==> src/rtl/branch_resolve_unit_pkg.sv <==
// Shared definitions for the branch resolve path: direction encodings shared with
// the predictor, and the layout of one in-flight prediction entry.
package branch_resolve_unit_pkg;

    localparam int   DEF_ADDR_W = 32;

    localparam logic TAKEN     = 1'b1;
    localparam logic NOT_TAKEN = 1'b0;

    // Entry layout, MSB first: {taken, target, fallthru}
    function automatic int entry_w(input int addr_w);
        return 1 + 2 * addr_w;
    endfunction

    function automatic int fallthru_lsb(input int addr_w);
        return 0 * addr_w;
    endfunction

    function automatic int target_lsb(input int addr_w);
        return addr_w;
    endfunction

    function automatic int taken_bit(input int addr_w);
        return 2 * addr_w;
    endfunction

endpackage

==> src/rtl/branch_resolve_unit_pred_fifo.sv <==
// In-order circular queue of in-flight predictions. Pointers carry one extra
// wrap bit so full and empty are distinguishable without a separate count.
module bru_pred_fifo
    import branch_resolve_unit_pkg::*;
#(
    parameter int WIDTH = 65,
    parameter int DEPTH = 4
) (
    input  logic             clk,
    input  logic             rst,
    input  logic             push_i,
    input  logic             pop_i,
    input  logic             clear_i,
    input  logic [WIDTH-1:0] wr_data_i,
    output logic [WIDTH-1:0] rd_data_o,
    output logic             full_o,
    output logic             empty_o
);

    localparam int IDX_W = $clog2(DEPTH);
    localparam int PTR_W = IDX_W + 1;

    logic [PTR_W-1:0] wr_ptr_q, wr_ptr_d;
    logic [PTR_W-1:0] rd_ptr_q, rd_ptr_d;
    logic [WIDTH-1:0] mem_q [DEPTH];

    assign empty_o   = (wr_ptr_q == rd_ptr_q);
    assign full_o    = (wr_ptr_q[PTR_W-1] != rd_ptr_q[PTR_W-1]) &&
                       (wr_ptr_q[IDX_W-1:0] == rd_ptr_q[IDX_W-1:0]);
    assign rd_data_o = mem_q[rd_ptr_q[IDX_W-1:0]];

    always_comb begin
        wr_ptr_d = wr_ptr_q;
        rd_ptr_d = rd_ptr_q;
        if (clear_i) begin
            wr_ptr_d = '0;
            rd_ptr_d = '0;
        end else begin
            if (push_i) wr_ptr_d = wr_ptr_q + PTR_W'(1);
            if (pop_i)  rd_ptr_d = rd_ptr_q + PTR_W'(1);
        end
    end

    always_ff @(posedge clk) begin
        if (rst) begin
            wr_ptr_q <= '0;
            rd_ptr_q <= '0;
        end else begin
            wr_ptr_q <= wr_ptr_d;
            rd_ptr_q <= rd_ptr_d;
        end
    end

    // Storage is not reset: only entries between the pointers are ever read.
    always_ff @(posedge clk) begin
        if (push_i && !clear_i) mem_q[wr_ptr_q[IDX_W-1:0]] <= wr_data_i;
    end

endmodule

==> src/rtl/branch_resolve_unit.sv <==
// Resolves EX branch outcomes against the oldest recorded IF prediction, raising
// a registered flush/redirect on mispredict and feeding the actual outcome back.
module branch_resolve_unit
    import branch_resolve_unit_pkg::*;
#(
    parameter int ADDR_W = DEF_ADDR_W,
    parameter int DEPTH  = 4,
    parameter int CNT_W  = 16
) (
    input  logic              clk,
    input  logic              rst,
    input  logic              stall,
    input  logic              pred_valid,
    input  logic              pred_taken,
    input  logic [ADDR_W-1:0] pred_target,
    input  logic [ADDR_W-1:0] pred_fallthru,
    input  logic              res_valid,
    input  logic              res_taken,
    input  logic [ADDR_W-1:0] res_target,
    output logic              full,
    output logic              flush,
    output logic [ADDR_W-1:0] redirect_pc,
    output logic              upd_valid,
    output logic              upd_taken,
    output logic [CNT_W-1:0]  branch_cnt,
    output logic [CNT_W-1:0]  mispred_cnt,
    output logic              err_flag
);

    localparam int ENTRY_W = entry_w(ADDR_W);
    localparam int FT_LSB  = fallthru_lsb(ADDR_W);
    localparam int TGT_LSB = target_lsb(ADDR_W);
    localparam int TK_BIT  = taken_bit(ADDR_W);

    function automatic logic [CNT_W-1:0] sat_inc(input logic [CNT_W-1:0] cnt, input logic en);
        return (en && (cnt != {CNT_W{1'b1}})) ? cnt + CNT_W'(1) : cnt;
    endfunction

    logic               fifo_full, fifo_empty;
    logic [ENTRY_W-1:0] wr_entry, rd_entry;
    logic               rd_taken;
    logic [ADDR_W-1:0]  rd_target, rd_fallthru, correct_pc;
    logic               pop_ok, push_ok, mispredict, push_err, pop_err;

    logic               flush_q, upd_valid_q, upd_taken_q, err_q;
    logic [ADDR_W-1:0]  redirect_q;
    logic [CNT_W-1:0]   branch_cnt_q, mispred_cnt_q;

    assign wr_entry    = {pred_taken, pred_target, pred_fallthru};
    assign rd_taken    = rd_entry[TK_BIT];
    assign rd_target   = rd_entry[TGT_LSB +: ADDR_W];
    assign rd_fallthru = rd_entry[FT_LSB +: ADDR_W];

    assign pop_ok     = res_valid && !stall && !fifo_empty;
    assign mispredict = pop_ok && ((rd_taken != res_taken) ||
                        (rd_taken == TAKEN && res_taken == TAKEN && rd_target != res_target));
    // A pop frees a slot in the same edge, so push is legal when full; a mispredict squashes it.
    assign push_ok    = pred_valid && !stall && (!fifo_full || pop_ok) && !mispredict;
    assign push_err   = pred_valid && !stall && fifo_full && !pop_ok;
    assign pop_err    = res_valid && !stall && fifo_empty;
    assign correct_pc = (res_taken == TAKEN) ? res_target : rd_fallthru;

    bru_pred_fifo #(
        .WIDTH (ENTRY_W),
        .DEPTH (DEPTH)
    ) u_fifo (
        .clk       (clk),
        .rst       (rst),
        .push_i    (push_ok),
        .pop_i     (pop_ok),
        .clear_i   (mispredict),
        .wr_data_i (wr_entry),
        .rd_data_o (rd_entry),
        .full_o    (fifo_full),
        .empty_o   (fifo_empty)
    );

    always_ff @(posedge clk) begin
        if (rst) begin
            flush_q       <= 1'b0;
            upd_valid_q   <= 1'b0;
            upd_taken_q   <= NOT_TAKEN;
            redirect_q    <= '0;
            branch_cnt_q  <= '0;
            mispred_cnt_q <= '0;
            err_q         <= 1'b0;
        end else begin
            flush_q       <= mispredict;
            upd_valid_q   <= pop_ok;
            if (pop_ok)     upd_taken_q <= res_taken;
            if (mispredict) redirect_q  <= correct_pc;
            branch_cnt_q  <= sat_inc(branch_cnt_q, pop_ok);
            mispred_cnt_q <= sat_inc(mispred_cnt_q, mispredict);
            if (push_err || pop_err) err_q <= 1'b1;
        end
    end

    assign full        = fifo_full;
    assign flush       = flush_q;
    assign redirect_pc = redirect_q;
    assign upd_valid   = upd_valid_q;
    assign upd_taken   = upd_taken_q;
    assign branch_cnt  = branch_cnt_q;
    assign mispred_cnt = mispred_cnt_q;
    assign err_flag    = err_q;

endmodule

==> config.mk <==
export PLATFORM = sky130hd
export DESIGN_NAME = branch_resolve_unit
export DESIGN_NICKNAME = d
export VERILOG_FILES = /design/src/rtl/branch_resolve_unit_pkg.sv /design/src/rtl/branch_resolve_unit_pred_fifo.sv /design/src/rtl/branch_resolve_unit.sv
export SDC_FILE = /design/constraint.sdc
export NUM_CORES = 1
export LEC_CHECK = 0
export ABC_CLOCK_PERIOD_IN_PS = 19600
export CAP_MARGIN = 20
export CORE_MARGIN = 10
export CORE_UTILIZATION = 49
export DETAILED_ROUTE_END_ITERATION = 7
export PLACE_DENSITY = 0.72
export SLEW_MARGIN = 20
export SYNTH_ARGS = -nofsm -noshare
export SYNTH_HDL_FRONTEND = slang
export SYNTH_SLANG_ARGS = --single-unit
==> constraint.sdc <==
create_clock -name clk -period 19.6 [get_ports clk]
set_input_delay 3.92 -clock clk [delete_from_list [all_inputs] [get_ports clk]]
set_output_delay 3.92 -clock clk [all_outputs]
set_load 0.02 [all_outputs]
==> out/results.txt <==
Combinational Power Share: 6.6%
CTS tree: built
I/O pin total: 172
Worst slew margin: 30.8%
Layout cells sized above 1: 14.8%
Post-synth EDFFs: 260
Simple-Gate Fraction of Synth Area: 6.70%
Non-Filler Instances: 1360
Setup ws final: 11.90 ns
Compound-gate portion of the synthesized area: 3.95%
Clk buf depth: 3
Startpoint Class: input pin
R2r endpoint: u_fifo.mem_q[2][56]
Cells after DPL: 1294
Antenna violations before repair: 3
Worst-Margin Slew: 1.04 ns
Multi-input gate area: 3930 um^2
Internal: 1.26 mW
Netlist cell types: 45
Largest family of logic cells by synthesized area: multiplexers
Synthesized area per cell: 16.5 um^2
Final Wtd Congestion: 0.769
Place WS: 11.36 ns
Clock Tree Root: clkbuf_16
Initial drt markers: 484
Synthesized net count: 929
I/O Buffers: 171
Minimum clock period: 7.71 ns
Setup Buffers After CTS: 0
CTS Hold Bufs: 0
Inserted Clock Buffers: 36
Core Util, Final: 61.9%
Pwr/cell area: 94.8 nW/um^2
Die height: 186 um
Skew-Pair Late Insertion Delay: 0.51 ns
Setup TNS: 0 ns
Slew Limit Fails: 0
Drt total wl: 30.4 mm
Die Wd: 186 um
Grt ovf: 0
Placed inst area: 15500 um^2
Fin crit share: 39.3%
Via density: 5.64
Mux contribution to synthesized area: 14.1%
Yosys Warn Count: 0
Post-synth top flop: edfxtp_1
Clk slew on worst S/H paths: 0.06 ns
Synth Area in Adders: 0.742%
Post-route design area: 16700 um^2
Diodes inserted: 0
Post-Synth XOR/XNOR Area: 3.44%
FFs w/ async S/R, synth: 0%
Power share of the clock group: 43.5%
Worst min-delay path category: flop to flop
Row Count: 60
Largest net degree at the start of global routing: 94
Crit path max fanout: 93
Vias in the first global route: 7728
Reg power frac: 49.9%
Iteration count of the initial detailed-routing pass: 5
Final Hold Violating Endpoints: 0
Sw frac: 20.5%
DR vias: 7676
Required @ worst endpoint: 19.72 ns
Worst r2r path cells: 10
Synthesized cell area: 13500 um^2
Worst vdd ir: 60.2 uV
Unrepaired setup endpoints after global routing: false
Critical path arrival: 7.83 ns
Full die area: 34600 um^2
Psw: 326 uW
# resized after CTS: 0
H-tree Lvls: 2
Critical path origin: res_taken
Crit Path Class: input pin to flop
Routed wire per std cell: 22.4 um
Sequential share of the synthesized area: 69.1%
LEAKAGE: 5.43 nW
Core area: 27000 um^2
Synthesized flop and latch total: 336
Area Growth Syn to Fin: 24.0%
Nets: 1102
Status: complete, no violations
R2R setup slack: 13.86 ns
Final setup vio count: 0
Register area: 9340 um^2
Skew final: 0.0126 ns
Layout filler cell count: 2008
First-pass GRT wire length: 46.2 mm
DRC: 0
Max Fclk: 0.130 GHz
Placed wire-length estimate: 19.5 mm
Setup crit end kind: flop
CP endpoint: u_fifo.mem_q[2][56]
Routed Antenna Nets: 0
Tot GR Track Use: 17.4%
CTS Sinks: 336
Max cap viols: 0
Starting Density: 49.9%
Mapped Cells: 818
-- cell usage after synthesis, types with 3 or more instances --
cell | count | area share (%)
edfxtp_1 | 260 | 58
dfxtp_1 | 76 | 11
mux4_2 | 64 | 11
a21oi_1 | 42 | 1.6
nor2_1 | 42 | 1.2
or3_1 | 41 | 1.9
xor2_1 | 41 | 2.7
mux2i_1 | 37 | 2.7
o21ai_0 | 35 | 1.3
clkbuf_1 | 24 | 0.67
nand2_1 | 18 | 0.50
nand3_1 | 15 | 0.56
xnor2_1 | 12 | 0.78
buf_2 | 11 | 0.41
nor2b_1 | 10 | 0.46
nor4_1 | 9 | 0.42
ha_1 | 8 | 0.74
nand4_1 | 8 | 0.37
buf_6 | 7 | 0.58
inv_1 | 7 | 0.19
o21ai_1 | 7 | 0.26
nor3_1 | 6 | 0.22
and3_1 | 4 | 0.19
mux2_4 | 4 | 0.45
and2_1 | 3 | 0.14
mux2_1 | 3 | 0.25
-- placed cells by master (no fill, tap or decap), types with 10 or more instances in the layout --
| cell | netlist | routed |
|---|---|---|
| mux4_2 | 64 | 64 |
| mux2i_1 | 37 | 37 |
| xor2_1 | 41 | 41 |
| nand2_1 | 18 | 18 |
| nor2b_1 | 10 | 10 |
| nor2_1 | 42 | 41 |
| or3_1 | 41 | 41 |
| o21ai_0 | 35 | 35 |
| clkbuf_8 | 0 | 11 |
| a21oi_1 | 42 | 42 |
| clkdlybuf4s50_1 | 0 | 169 |
| clkbuf_16 | 0 | 38 |
| xnor2_1 | 12 | 12 |
| nand3_1 | 15 | 15 |
| dfxtp_1 | 76 | 74 |
| edfxtp_1 | 260 | 260 |
-- per-stage QoR --
stage / total power [mW] / hold WS [ns]
5_1_grt: 1.63 / 0.499
2_1_floorplan: 0.861 / 0.493
3_3_place_gp: 0.911 / 0.457
6_report: 1.59 / 0.469
4_1_cts: 1.60 / 0.476
3_5_place_dp: 0.912 / 0.464
-- registers in the layout, summed over array words and instances, names as in the netlist, named ones only --
register         cells
flush                1
upd_valid            1
u_fifo.rd_ptr_q      3
mispred_cnt         16
u_fifo.wr_ptr_q      3
err_flag             1
branch_cnt          16
u_fifo.mem_q       260
redirect_pc         32
upd_taken            1
-- how the worst min path moves through the flow --
stage / slack (ns) / start / endpoint / depth (start not counted)
CTS: 0.48 / redirect_pc[3] / redirect_pc[3] / 2
finish: 0.47 / redirect_pc[4] / redirect_pc[4] / 2
global placement: 0.46 / err_flag / err_flag / 2
detailed placement: 0.46 / err_flag / err_flag / 2
global route: 0.50 / redirect_pc[11] / redirect_pc[11] / 2
floorplan: 0.49 / u_fifo.wr_ptr_q[1] / u_fifo.wr_ptr_q[1] / 2
-- power by group through the flow --
stage	Combinational, mW	Sequential, mW	Clock [mW]
2_1_floorplan	0.0546	0.806	0
3_3_place_gp	0.104	0.806	0
3_5_place_dp	0.105	0.807	0
4_1_cts	0.106	0.792	0.703
5_1_grt	0.113	0.793	0.729
6_report	0.105	0.792	0.690
-- cell families (layout without fill, tap and decap cells) --
kind of cell,after synthesis,after routing
xor+xnor,53,53
fa+ha+maj,8,8
compound gates,95,95
mux,108,108
flops,336,336
simple gates,167,167
buf+inv,51,252
-- final cells by class --
type	instances	area share [%]
flip-flops and latches	336	55.8
well taps	341	2.55
clock inverters	10	0.733
repair buffers	179	10.5
inverters	7	0.157
clock buffers	56	6.74
multi-input cells	431	23.5
-- layer usage --
metal  global-route usage, %  vias to the layer above  routed length [um]
li1                        -                     3528                   -
met1                    23.6                     3905               13100
met2                    28.1                      197               15000
met3                    3.96                       40                1910
met4                    3.84                        6                 431
met5                       0                        -                  41
-- critical path, stage by stage --
cell and delay (ns):
buf_2 0.08, buf_4 0.49, ha_1 0.41, nor2b_1 0.14, a22oi_1 0.10, or4_4 0.53, nor4_4 0.24, buf_4 0.68
o21a_1 0.28, and2_4 0.82
Note: power is estimated with default switching activity, not from simulation.
